File: src/rtl/fp_adder_arbiter.sv
// fp_adder_arbiter
//   Shares a single fp_adder between NUM_REQ requesters using round-robin
//   arbitration. Only one operation is in flight at a time: the winner's
//   operands are latched, the adder is started, the arbiter waits for the
//   adder's valid, then presents the result to the winner until it accepts.
//
//   Optional feature: define FPA_ARB_TIMEOUT_EN to enable a WAIT-state
//   watchdog (TIMEOUT_CYCLES). When it expires, a zero result with
//   resp_timeout = 1 is returned. Without the macro, WAIT has no limit.
//
// Ports
//   clk, rst_n         clock, asynchronous active-low reset
//   req_valid          per-requester request pending
//   req_op_a/op_b      packed 32-bit operands, requester i at [32*i+:32]
//   req_op_code        packed 3-bit op codes
//   req_mode_fp        per-requester mode select
//   req_round_mode     per-requester rounding select
//   req_ack            one-cycle one-hot accept pulse
//   resp_valid         one-hot response valid
//   resp_ready         per-requester response accept
//   resp_result/flags  shared response buses, qualified by resp_valid
//   resp_timeout       response is a watchdog timeout
//   busy               arbiter not idle
//   fpa_*              adder interface (operands registered, start pulse,
//                      downstream ready, result/flags/valid inputs)

module fp_adder_arbiter #(
   parameter int unsigned NUM_REQ        = 4,
   parameter int unsigned TIMEOUT_CYCLES = 64
) (
   input  logic                   clk,
   input  logic                   rst_n,
   input  logic [NUM_REQ-1:0]     req_valid,
   input  logic [32*NUM_REQ-1:0]  req_op_a,
   input  logic [32*NUM_REQ-1:0]  req_op_b,
   input  logic [3*NUM_REQ-1:0]   req_op_code,
   input  logic [NUM_REQ-1:0]     req_mode_fp,
   input  logic [NUM_REQ-1:0]     req_round_mode,
   output logic [NUM_REQ-1:0]     req_ack,
   output logic [NUM_REQ-1:0]     resp_valid,
   input  logic [NUM_REQ-1:0]     resp_ready,
   output logic [31:0]            resp_result,
   output logic [4:0]             resp_flags,
   output logic                   resp_timeout,
   output logic                   busy,
   output logic [31:0]            fpa_op_a,
   output logic [31:0]            fpa_op_b,
   output logic [2:0]             fpa_op_code,
   output logic                   fpa_mode_fp,
   output logic                   fpa_round_mode,
   output logic                   fpa_start,
   output logic                   fpa_ready_in,
   input  logic [31:0]            fpa_result,
   input  logic [4:0]             fpa_flags,
   input  logic                   fpa_valid_out
);

   localparam int unsigned IdxW = (NUM_REQ > 1) ? $clog2(NUM_REQ) : 1;

   typedef enum logic [1:0] {StIdle, StIssue, StWait, StResp} state_e;

   state_e            state_q, state_d;
   logic [IdxW-1:0]   grant_q, grant_d;
   logic [IdxW-1:0]   last_grant_q, last_grant_d;
   logic [31:0]       op_a_q, op_a_d;
   logic [31:0]       op_b_q, op_b_d;
   logic [2:0]        op_code_q, op_code_d;
   logic              mode_fp_q, mode_fp_d;
   logic              round_mode_q, round_mode_d;
   logic [31:0]       result_q, result_d;
   logic [4:0]        flags_q, flags_d;
   logic              timeout_q, timeout_d;

   logic              pick_found;
   logic [IdxW-1:0]   pick_idx;
   logic              tmo_hit;

   // Round-robin pick: first set bit searching upward from last_grant+1, wrapping.
   always_comb begin
      int unsigned     cand;
      logic [IdxW-1:0] cand_idx;
      cand       = 0;
      cand_idx   = '0;
      pick_found = 1'b0;
      pick_idx   = '0;
      for (int unsigned k = 1; k <= NUM_REQ; k++) begin
         cand     = (32'(last_grant_q) + k) % NUM_REQ;
         cand_idx = cand[IdxW-1:0];
         if (!pick_found && req_valid[cand_idx]) begin
            pick_found = 1'b1;
            pick_idx   = cand_idx;
         end
      end
   end

`ifdef FPA_ARB_TIMEOUT_EN
   localparam int unsigned TmoW = $clog2(TIMEOUT_CYCLES + 1);

   logic [TmoW-1:0] tmo_cnt_q, tmo_cnt_d;

   // Cleared while issuing so the first WAIT cycle sees a count of zero.
   always_comb begin
      tmo_cnt_d = tmo_cnt_q;
      if (state_q == StIssue) begin
         tmo_cnt_d = '0;
      end else if (state_q == StWait) begin
         tmo_cnt_d = tmo_cnt_q + 1'b1;
      end
   end

   assign tmo_hit = (state_q == StWait) && (tmo_cnt_q == TmoW'(TIMEOUT_CYCLES - 1));

   always_ff @(posedge clk or negedge rst_n) begin
      if (!rst_n) begin
         tmo_cnt_q <= '0;
      end else begin
         tmo_cnt_q <= tmo_cnt_d;
      end
   end
`else
   logic unused_tmo;
   assign unused_tmo = ^TIMEOUT_CYCLES;
   assign tmo_hit    = 1'b0;
`endif

   // FSM state register
   always_ff @(posedge clk or negedge rst_n) begin
      if (!rst_n) begin
         state_q <= StIdle;
      end else begin
         state_q <= state_d;
      end
   end

   // FSM next state
   always_comb begin
      state_d = state_q;
      unique case (state_q)
         StIdle:  if (pick_found) state_d = StIssue;
         StIssue: state_d = StWait;
         StWait:  if (fpa_valid_out || tmo_hit) state_d = StResp;
         StResp:  if (resp_ready[grant_q]) state_d = StIdle;
         default: state_d = StIdle;
      endcase
   end

   // FSM outputs
   always_comb begin
      req_ack      = '0;
      resp_valid   = '0;
      fpa_start    = 1'b0;
      fpa_ready_in = 1'b0;
      unique case (state_q)
         StIssue: begin
            req_ack[grant_q] = 1'b1;
            fpa_start        = 1'b1;
         end
         StWait:  fpa_ready_in = 1'b1;
         StResp:  resp_valid[grant_q] = 1'b1;
         default: ;
      endcase
   end

   assign busy = (state_q != StIdle);

   // Datapath next state
   always_comb begin
      grant_d      = grant_q;
      last_grant_d = last_grant_q;
      op_a_d       = op_a_q;
      op_b_d       = op_b_q;
      op_code_d    = op_code_q;
      mode_fp_d    = mode_fp_q;
      round_mode_d = round_mode_q;
      result_d     = result_q;
      flags_d      = flags_q;
      timeout_d    = timeout_q;
      if (state_q == StIdle && pick_found) begin
         grant_d      = pick_idx;
         op_a_d       = req_op_a[32*pick_idx +: 32];
         op_b_d       = req_op_b[32*pick_idx +: 32];
         op_code_d    = req_op_code[3*pick_idx +: 3];
         mode_fp_d    = req_mode_fp[pick_idx];
         round_mode_d = req_round_mode[pick_idx];
      end
      if (state_q == StWait) begin
         // A real result beats a coincident timeout.
         if (fpa_valid_out) begin
            result_d  = fpa_result;
            flags_d   = fpa_flags;
            timeout_d = 1'b0;
         end else if (tmo_hit) begin
            result_d  = '0;
            flags_d   = '0;
            timeout_d = 1'b1;
         end
      end
      if (state_q == StResp && resp_ready[grant_q]) begin
         last_grant_d = grant_q;
      end
   end

   always_ff @(posedge clk or negedge rst_n) begin
      if (!rst_n) begin
         grant_q      <= '0;
         last_grant_q <= IdxW'(NUM_REQ - 1);
         op_a_q       <= '0;
         op_b_q       <= '0;
         op_code_q    <= '0;
         mode_fp_q    <= 1'b0;
         round_mode_q <= 1'b0;
         result_q     <= '0;
         flags_q      <= '0;
         timeout_q    <= 1'b0;
      end else begin
         grant_q      <= grant_d;
         last_grant_q <= last_grant_d;
         op_a_q       <= op_a_d;
         op_b_q       <= op_b_d;
         op_code_q    <= op_code_d;
         mode_fp_q    <= mode_fp_d;
         round_mode_q <= round_mode_d;
         result_q     <= result_d;
         flags_q      <= flags_d;
         timeout_q    <= timeout_d;
      end
   end

   assign fpa_op_a       = op_a_q;
   assign fpa_op_b       = op_b_q;
   assign fpa_op_code    = op_code_q;
   assign fpa_mode_fp    = mode_fp_q;
   assign fpa_round_mode = round_mode_q;
   assign resp_result    = result_q;
   assign resp_flags     = flags_q;
   assign resp_timeout   = timeout_q;

endmodule

File: config.mk
export PLATFORM = sky130hd
export DESIGN_NAME = fp_adder_arbiter
export DESIGN_NICKNAME = d
export VERILOG_FILES = /design/src/rtl/fp_adder_arbiter.sv
export SDC_FILE = /design/constraint.sdc
export NUM_CORES = 1
export LEC_CHECK = 0
export BUFFER_PORTS_ARGS = -buffer_cell sky130_fd_sc_hd__buf_2
export CAP_MARGIN = 20
export CORE_AREA = 2 2 172 174
export DETAILED_ROUTE_END_ITERATION = 8
export DIE_AREA = 0 0 174 176
export GPL_ROUTABILITY_DRIVEN = 0
export REMOVE_ABC_BUFFERS = 1
export SLEW_MARGIN = 20
export SYNTH_ARGS = -nofsm -noshare
export SYNTH_HDL_FRONTEND = slang
export SYNTH_SLANG_ARGS = --single-unit
File: constraint.sdc
create_clock -name clk -period 4.6 [get_ports clk]
set_input_delay 0 -clock clk [delete_from_list [all_inputs] [get_ports clk]]
set_output_delay 0 -clock clk [all_outputs]
set_load 0.05 [all_outputs]
Word level (Yosys, flattened, before mapping):

Index checks and enable logic that the tools add are counted.

* word-level logic and storage cells: 76
* bits in read-only memories: 0
* output and inout bits: 118
* bits in writable memories: 0
* latch bits: 0
* input bits: 324
* memories: 0
* bits in registers: 112

* add/subtract/negate cells: 4
* multiply operators: 1
* multiplexer cells: 32
* eq/ne operators: 6
* divide/modulo/power cells: 0
* reduce and logical (&&, ||, !) cells: 13
* order comparisons: 7
* shift operators: 3
* bitwise logic cells: 0

Operator list (number)
* indexed part select 128 x 8 -> 32 bit: 2
* less-than comparator 2 x 3 -> 1 bit, second input constant: 6
* binary-select mux 1 bit (select 2 bit): 7
* two-way mux 1 bit: 14
* two-way mux 2 bit: 7
* indexed part select 12 x 5 -> 3 bit: 1
* two-way mux 4 bit: 2
* case mux 2 bit (4 select lines): 1
* logical AND 1 bit: 6
* adder 2 x 1 -> 2 bit, second input constant: 2
* adder 2 bit, second input constant: 2
* == test 2 bit, second input constant: 2
* multiplier 2 x 2 -> 4 bit, first input constant: 1
* inequality test 2 bit, second input constant: 2
* logical NOT 1 bit: 3
* AND reduction 3 bit: 1
* demux 1 bit (select 2 bit): 1
* == test 2 x 1 -> 1 bit, second input constant: 1
* >= comparator 2 x 1 -> 1 bit, second input constant: 1
* logical NOT 2 bit: 1
* inequality test 2 x 1 -> 1 bit, second input constant: 1
* AND reduction 2 bit: 1
* nonzero test 2 bit: 1

Longest topological paths before layout:

Gate-level depths: netlist of run 1.

* word-level depth: 15
* mapped depth: 9
* gate-level depth less buffers: 7

Least setup slack after synthesis of run 1:

Ideal clock, no wire load.

* path type: reg-to-output
* start point: register state_q[1]
* end point: output req_ack[0]
* data arrival time: 2188 ps
* slack: 2412 ps
* required time: 4600 ps
* cell stages (with the launch flop): 4
* path buffers: 0
* path through: dfrtp_1 > inv_1 > ha_1 > nor3b_1

* longest elaborated chain between the ends: 2

RTL lines
* start: declaration: RTL line 62 `state_e state_q, state_d;`
* start signal: assignment: RTL line 129 `state_q <= StIdle;`
* start signal: assignment: RTL line 131 `state_q <= state_d;`
* == test 2 x 1 -> 1 bit: RTL line 153 `unique case (state_q)`
* two-way mux 4 bit: RTL line 153
* end: declaration: RTL line 39 `output logic [NUM_REQ-1:0] req_ack,`

No other way between the ends.

Final worst setup path of run 1:

* start point: register state_q[0]
* end point: register op_a_q[31], in the netlist fpa_op_a[31]

* longest elaborated chain between the ends: 2

RTL lines
* logical NOT 2 bit: RTL line 178 `if (state_q == StIdle && pick_found) begin`
* logical AND 1 bit: RTL line 178
* end signal: assignment: RTL line 218 `op_a_q <= op_a_d;`
* end: declaration: RTL line 65 `logic [31:0] op_a_q, op_a_d;`

No other way between the ends.
A chain may end at the register's enable or synchronous reset.

==> results of run 1 <==
[what timing repair did]
| action | CTS | global route |
|---|---|---|
| hold buffers | 230 | 0 |
| buffers inserted | 0 | 0 |
| endpoints found under the hold margin | 153 | 0 |
[flip-flops by register name (all words and copies together) (netlist names)]
register,flops
resp_flags,5
fpa_op_b,32
fpa_round_mode,1
last_grant_q,2
grant_q,2
fpa_mode_fp,1
fpa_op_a,32
fpa_op_code,3
resp_result,32
state_q,2
[per-layer routing]
| metal | up-vias | global-route usage | wire length [um] |
|---|---|---|---|
| li1 | 3222 | - | - |
| met1 | 3347 | 0.170 | 9620 |
| met2 | 351 | 0.292 | 12600 |
| met3 | 56 | 0.0446 | 1860 |
| met4 | 0 | 0.0711 | 923 |
| met5 | - | 0 | 0 |
[cell type report]
type | instances | area [um^2]
Fill cell | 2752 | 17300
Timing Repair Buffer | 676 | 4580
Multi-Input combinational cell | 354 | 3070
Sequential cell | 112 | 2810
Tap cell | 384 | 480
Clock buffer | 9 | 225
Clock inverter | 7 | 86.3
Inverter | 5 | 18.8
[cells by family after synthesis]
logic type,Yosys count
other,1
DFF,112
adders and majority gates,4
buffers and inverters,50
AOI/OAI and AO/OA,77
and+or+nand+nor,91
muxes,181
[tightest hold or removal path, stage by stage]
cell and delay (ns):
buf_2 0.07, mux2i_1 0.08, o221ai_1 0.17
[metrics by stage]
stage / worst slack [ns] / instance area [um^2]
after global routing: 0.981 / 11300
after global placement: 1.93 / 8650
after CTS: 1.27 / 11300
after detailed placement: 1.82 / 8650
after floorplan: -0.131 / 5880
final: 1.24 / 11300
[power by group through the flow]
stage	registers [W]	logic (W)	clock network (W)
final	0.00179	0.00510	0.000854
after global routing	0.00184	0.00539	0.000938
after CTS	0.00177	0.00506	0.000895
after detailed placement	0.00178	0.00426	0
after global placement	0.00178	0.00420	0
after floorplan	0.00334	0.00171	0
[path summary, 6_finish.rpt]
check,depth (start not counted),from,end
setup / recovery,7,state_q[0],fpa_op_a[31]
setup reg to reg,7,state_q[0],fpa_op_a[31]
min in group asynchronous,2,rst_n,resp_result[25]
hold reg to reg,2,fpa_op_b[5],fpa_op_b[5]
hold / removal,3,req_op_a[49],fpa_op_a[17]
max in group asynchronous,3,rst_n,fpa_op_a[7]
[layout by cell type, fill, tap and decap left out, drive strengths merged, types with 2 or more instances in the layout]
cell type	synthesis	layout
dlygate4sd3	0	230
clkinv	0	2
buf	31	446
o221ai	70	70
nand2	73	73
mux2	41	41
nor3b	3	3
dfstp	2	2
dfrtp	110	110
a21oi	4	4
nor3	2	2
inv	5	9
clkbuf	14	9
and3	2	2
ha	4	4
nand2b	4	4
mux2i	139	139
and3b	2	2
==> flow_summary.toml, run 1 <==
[pwr]
switching_share = 0.499
pwr-share-comb = 0.659
p_sw_w = 0.00386
power_frac_clock = 0.110
p_int_w = 0.00388
worst_ir_drop_vdd_v = 0.000497
p_leak_nw = 5.86
power_density_nw_per_um2 = 687
p_seq_frac = 0.231
p_total_w = 0.00774

[yosys]
syn_area_um2 = 6300
synth-simple-area-share = 0.0622
syn_avg_cell_area_um2 = 12.2
synthAdderAreaFrac = 0.00795
synth_compound_gate_area_share = 0.117
ys_warn_count = 0
synth.most_common_cell = "mux2i_1"
synth_top_area_cell = "dfrtp_1"
yosys-top-cells-area = "dfrtp_1 (44%), mux2i_1 (22%), o221ai_1 (8.2%)"
synth-edff-count = 0
synthXorXnorAreaFrac = 0
synth_top_family_by_area = "multiplexers"
synth_cells = 516
async_flop_share = 1.00
synth_top_area_frac = 0.437
synth-seq-cells = 112
synth.area.mux_share = 0.298
ys.flop_type = "dfrtp_1"
yosysUniqueCellTypes = 34
synth_common_cells = "mux2i_1 (139), dfrtp_1 (110), nand2_1 (73)"
synth-seq-area-share = 0.445

[critical_path]
cp.arrival_ns = 3.60
slowest_delay_ns = 0.84
worstPathRequired_ns = 4.84
ff2ff_setup_slack_ns = 1.24
path_buf_inv = 3
startpoint_type = "flop"
crit_chain = "inv_1 > ha_1 > nand2b_2 > buf_4 > nand2b_4 > o221ai_1 > dlygate4sd3_1"
worst_setup_path_end_kind = "flop"
cp_top_family = "buffers and inverters"
path_max_fanout = 72
cp_slowest_cell = "nand2b_4"
path_class = "flop to flop"

[global_routing]
grt_usage = 0.159
grt.overflow.total = 0
antenna_found_initial = 0
grt_pass1_vias = 7677
grt_pass1_wl_mm = 39.0
grt_max_degree = 82

[sta]
period_minus_slack_ns = 3.36
maxSlewViolCount = 0
skew_ns = 0.0144
min_period_over_period = 0.731
hold_slack_ns = 0.00818
timing.fmax_mhz = 298
worst_pin_slew_ns = 0.941
rsz0062_at_grt = "false"
relSlewSlack = 0.372
setup_viol = 0
final.setup.tns_ns = 0
hold_viol = 0

[floorplan]
dieArea_um2 = 30600
start_util = 0.221
fp.dieH_um = 176
fp-row-count = 62
core_um2 = 28500
die_width_um = 174
ios = 442

[route]
wl_mm = 25.0
ant_nets = 0
vias = 6976
route.detailed.drc = 0
drt_iter0_markers = 200
vias_per_cell = 4.51
detail_route.wl_per_cell_um = 16.2
drtPass1Iterations = 5

[job]
drv_cap = 0

[cts]
clk_pin_slew_ns = 0.09
clock_path_buffers = 2
htreeDepth = 3
cts_resized = 0
cts_root_buffer = "clkbuf_16"
cts_tree = "yes"
clock_latency_ns = 0.36
cts_buffers = 9
cts_sinks = 112

[place]
port_buffers = 440
dpl.cell_count = 1301
dp_hpwl_mm = 16.6

[hold_path]
hold_path.class = "input port to flop"

[finish]
area_delta_synth_final_pct = 78.8
utilization = 0.394
layout.nets = 1486
drive_above_1_share = 0.448
n_antenna_cell = 0
final_cells = 1547

[run_status]
status = "completed"
No activity file was read; power rests on OpenSTA's default activity.
==> run 2: changes to the inputs <==
--- a/config.mk
+++ b/config.mk
@@ -7,9 +7,9 @@
 export LEC_CHECK = 0
 export BUFFER_PORTS_ARGS = -buffer_cell sky130_fd_sc_hd__buf_2
 export CAP_MARGIN = 20
-export CORE_AREA = 2 2 172 174
+export CORE_AREA = 2 2 171 173
 export DETAILED_ROUTE_END_ITERATION = 8
-export DIE_AREA = 0 0 174 176
+export DIE_AREA = 0 0 173 175
 export GPL_ROUTABILITY_DRIVEN = 0
 export REMOVE_ABC_BUFFERS = 1
 export SLEW_MARGIN = 20
==> constraint.sdc (replaced) <==
create_clock -name clk -period 2.8 [get_ports clk]
set_input_delay 0 -clock clk [delete_from_list [all_inputs] [get_ports clk]]
set_output_delay 0 -clock clk [all_outputs]
set_load 0.05 [all_outputs]
==> run 2 against run 1 <==
  * The flow now stops in 4_1_cts
  * Synthesized cell count unchanged
  * Area after synthesis unchanged
==> flow_summary.toml, run 2 <==
[yosys]
ys.flop_type = "dfrtp_1"
async_flop_share = 1.00
synth_top_area_cell = "dfrtp_1"
synth-seq-cells = 112
synth.most_common_cell = "mux2i_1"
syn_avg_cell_area_um2 = 12.2
yosysUniqueCellTypes = 34
ys_warn_count = 0
synth_common_cells = "mux2i_1 (139), dfrtp_1 (110), nand2_1 (73)"
synth_cells = 516
yosys-top-cells-area = "dfrtp_1 (44%), mux2i_1 (22%), o221ai_1 (8.2%)"
synth_top_area_frac = 0.437
synth-edff-count = 0
syn_area_um2 = 6300
synth-seq-area-share = 0.445

[floorplan]
start_util = 0.222
die_width_um = 173
fp-row-count = 62
fp.dieH_um = 175
ios = 442

[cts]
cts_buffers = 9
cts_sinks = 112
htreeDepth = 3
ctsHoldBuffers = 267
post_cts_buffers = 0
cts_root_buffer = "clkbuf_16"
cts_resized = 0
clock_path_buffers = 2

[run_status]
failed_stage = "4_1_cts"
status = "aborted with a tool error"
error = "[ERROR RSZ-0060] Max buffer count reached."

[place]
port_buffers = 440
dp_hpwl_mm = 17.2
[run 2: kinds of logic after synthesis]
group	after synthesis	synth area share
other cells	1	0.000595
fa+ha+maj	4	0.00795
buf+inv	50	0.0691
compound gates	77	0.117
mux	181	0.298
simple gates	91	0.0622
flops	112	0.445
[run 2: stage by stage]
step,setup slack [ns],std cells,util,setup TNS (ns),instance area (um^2)
after floorplan,-1.93,471,-,-135.21,5880
after global placement,0.657,1310,0.308,0,8750
after detailed placement,0.602,1310,0.308,0,8750
==> run 3: changes to the inputs <==
--- a/config.mk
+++ b/config.mk
@@ -7,10 +7,11 @@
 export LEC_CHECK = 0
 export BUFFER_PORTS_ARGS = -buffer_cell sky130_fd_sc_hd__buf_2
 export CAP_MARGIN = 20
-export CORE_AREA = 2 2 171 173
+export CORE_AREA = 2 2 172 174
 export DETAILED_ROUTE_END_ITERATION = 8
-export DIE_AREA = 0 0 173 175
+export DIE_AREA = 0 0 174 176
 export GPL_ROUTABILITY_DRIVEN = 0
+export PLACE_DENSITY_LB_ADDON = 0.15
 export REMOVE_ABC_BUFFERS = 1
 export SLEW_MARGIN = 20
 export SYNTH_ARGS = -nofsm -noshare
==> constraint.sdc (replaced) <==
create_clock -name clk -period 3.6 [get_ports clk]
set_input_delay 0 -clock clk [delete_from_list [all_inputs] [get_ports clk]]
set_output_delay 0 -clock clk [all_outputs]
set_load 0.05 [all_outputs]
==> run 3 against run 2 <==
  * The flow now finishes without violations
==> flow_summary.toml, run 3 (synthesized netlist as in run 1, its figures left out) <==
[run_status]
status = "completed"

[cts]
cts_buffers = 9
htreeDepth = 3
cts_tree = "yes"
post_cts_buffers = 0
cts_sinks = 112
clk_pin_slew_ns = 0.09
ctsHoldBuffers = 236
cts_root_buffer = "clkbuf_16"
clock_latency_ns = 0.36
clock_path_buffers = 2
cts_resized = 0

[global_routing]
grt_pass1_wl_mm = 39.4
grt_usage = 0.161
grt_pass1_vias = 7506
antenna_found_initial = 2
grt.overflow.total = 0
grt_max_degree = 72

[sta]
hold_viol = 0
maxSlewViolCount = 0
relSlewSlack = 0.347
min_period_over_period = 0.928
timing.fmax_mhz = 299
rsz0062_at_grt = "false"
skew_ns = 0.0102
final.setup.tns_ns = 0
period_minus_slack_ns = 3.34
setup_viol = 0
worst_pin_slew_ns = 0.980

[floorplan]
ios = 442
core_um2 = 28500
dieArea_um2 = 30600
fp-row-count = 62
fp.dieH_um = 176
die_width_um = 174
start_util = 0.221

[critical_path]
cp_slowest_cell = "dlygate4sd3_1"
ff2ff_setup_slack_ns = 0.26
path_max_fanout = 27
crit_top_cell = "dlygate4sd3_1"
slowest_delay_ns = 0.61
cp.arrival_ns = 3.58
crit_chain = "nand2b_1 > a21oi_2 > o221ai_4 > buf_4 > mux2i_1 > dlygate4sd3_1 > o221ai_1 > dlygate4sd3_1"
startpoint_type = "flop"
worst_setup_path_end_kind = "flop"
path_class = "flop to flop"
worstPathRequired_ns = 3.84

[finish]
final_design_area_no_fill_um2 = 11300
layout.nets = 1495
n_antenna_cell = 0
final_common_cell = "buf_2"
nFillCells = 2898
final_cell_mix = "buf_2 (439), dlygate4sd3_1 (236), mux2i_1 (139)"
area_delta_synth_final_pct = 80.0
drive_above_1_share = 0.446

[route]
drtPass1Iterations = 4
detail_route.wl_per_cell_um = 16.1
drt_iter0_markers = 201
vias_per_cell = 4.39
route.detailed.drc = 0
vias = 6837
wl_mm = 25.0
ant_nets = 0

[pwr]
worst_ir_drop_vdd_v = 0.000469
power_density_nw_per_um2 = 867
p_leak_nw = 5.89

[place]
dp_hpwl_mm = 17.1
placed_cell_area_um2 = 8680
port_buffers = 440

[hold_path]
hold_path.class = "input port to flop"

[job]
drv_cap = 0
[run 3: cell type report]
class	instances	area, um^2	share of cell area
well taps	384	480	0.0424
multi-input cells	354	3070	0.271
flip-flops and latches	112	2810	0.247
inverters	5	18.8	0.00166
clock buffers	10	229	0.0202
clock inverters	6	61.3	0.00541
repair buffers	685	4670	0.412
[run 3: stage by stage]
| step | utilization | cells | total power [W] | setup WS [ns] | hold WS (ns) |
|---|---|---|---|---|---|
| 2_1_floorplan | - | 471 | 0.00646 | -1.13 | -0.296 |
| 3_3_place_gp | 0.304 | 1304 | 0.00773 | 1.39 | 0.0945 |
| 3_5_place_dp | 0.304 | 1304 | 0.00776 | 1.31 | 0.0894 |
| 4_1_cts | 0.397 | 1556 | 0.00989 | 0.309 | 0.000485 |
| 5_1_grt | 0.397 | 1556 | 0.0104 | 0.0758 | 0.00426 |
| 6_report | 0.397 | 1556 | 0.00983 | 0.260 | 0.0101 |
[run 3: worst paths after layout]
check                                 from               to  cells after the start
max                        last_grant_q[1]      fpa_mode_fp                      8
min                           req_op_b[30]     fpa_op_b[30]                      3
max reg2reg                last_grant_q[1]      fpa_mode_fp                      8
min reg2reg                    fpa_op_b[4]      fpa_op_b[4]                      2
max in group asynchronous            rst_n  resp_result[30]                      3
min in group asynchronous            rst_n   resp_result[9]                      2
[run 3: layer usage]
metal,GRT usage,up-vias,share of wire
met5,0,-,0.00044
met4,0.0441,2,0.015
met3,0.0459,22,0.074
met2,0.308,266,0.53
met1,0.173,3308,0.38
li1,-,3239,-
[run 3: worst max-delay path, delay by kind of cell (launching register included)]
kind                   cells  cell delay [ns]
buffers and inverters      3             1.67
DFF                        1             0.60
AOI/OAI and AO/OA          3             0.54
muxes                      1             0.25
and+or+nand+nor            1             0.14
[run 3: where the power goes]
group | switching, W | internal, W | total [W]
registers | 0.000348 | 0.00190 | 0.00224
clock network | 0.000548 | 0.000491 | 0.00104
logic | 0.00400 | 0.00254 | 0.00654
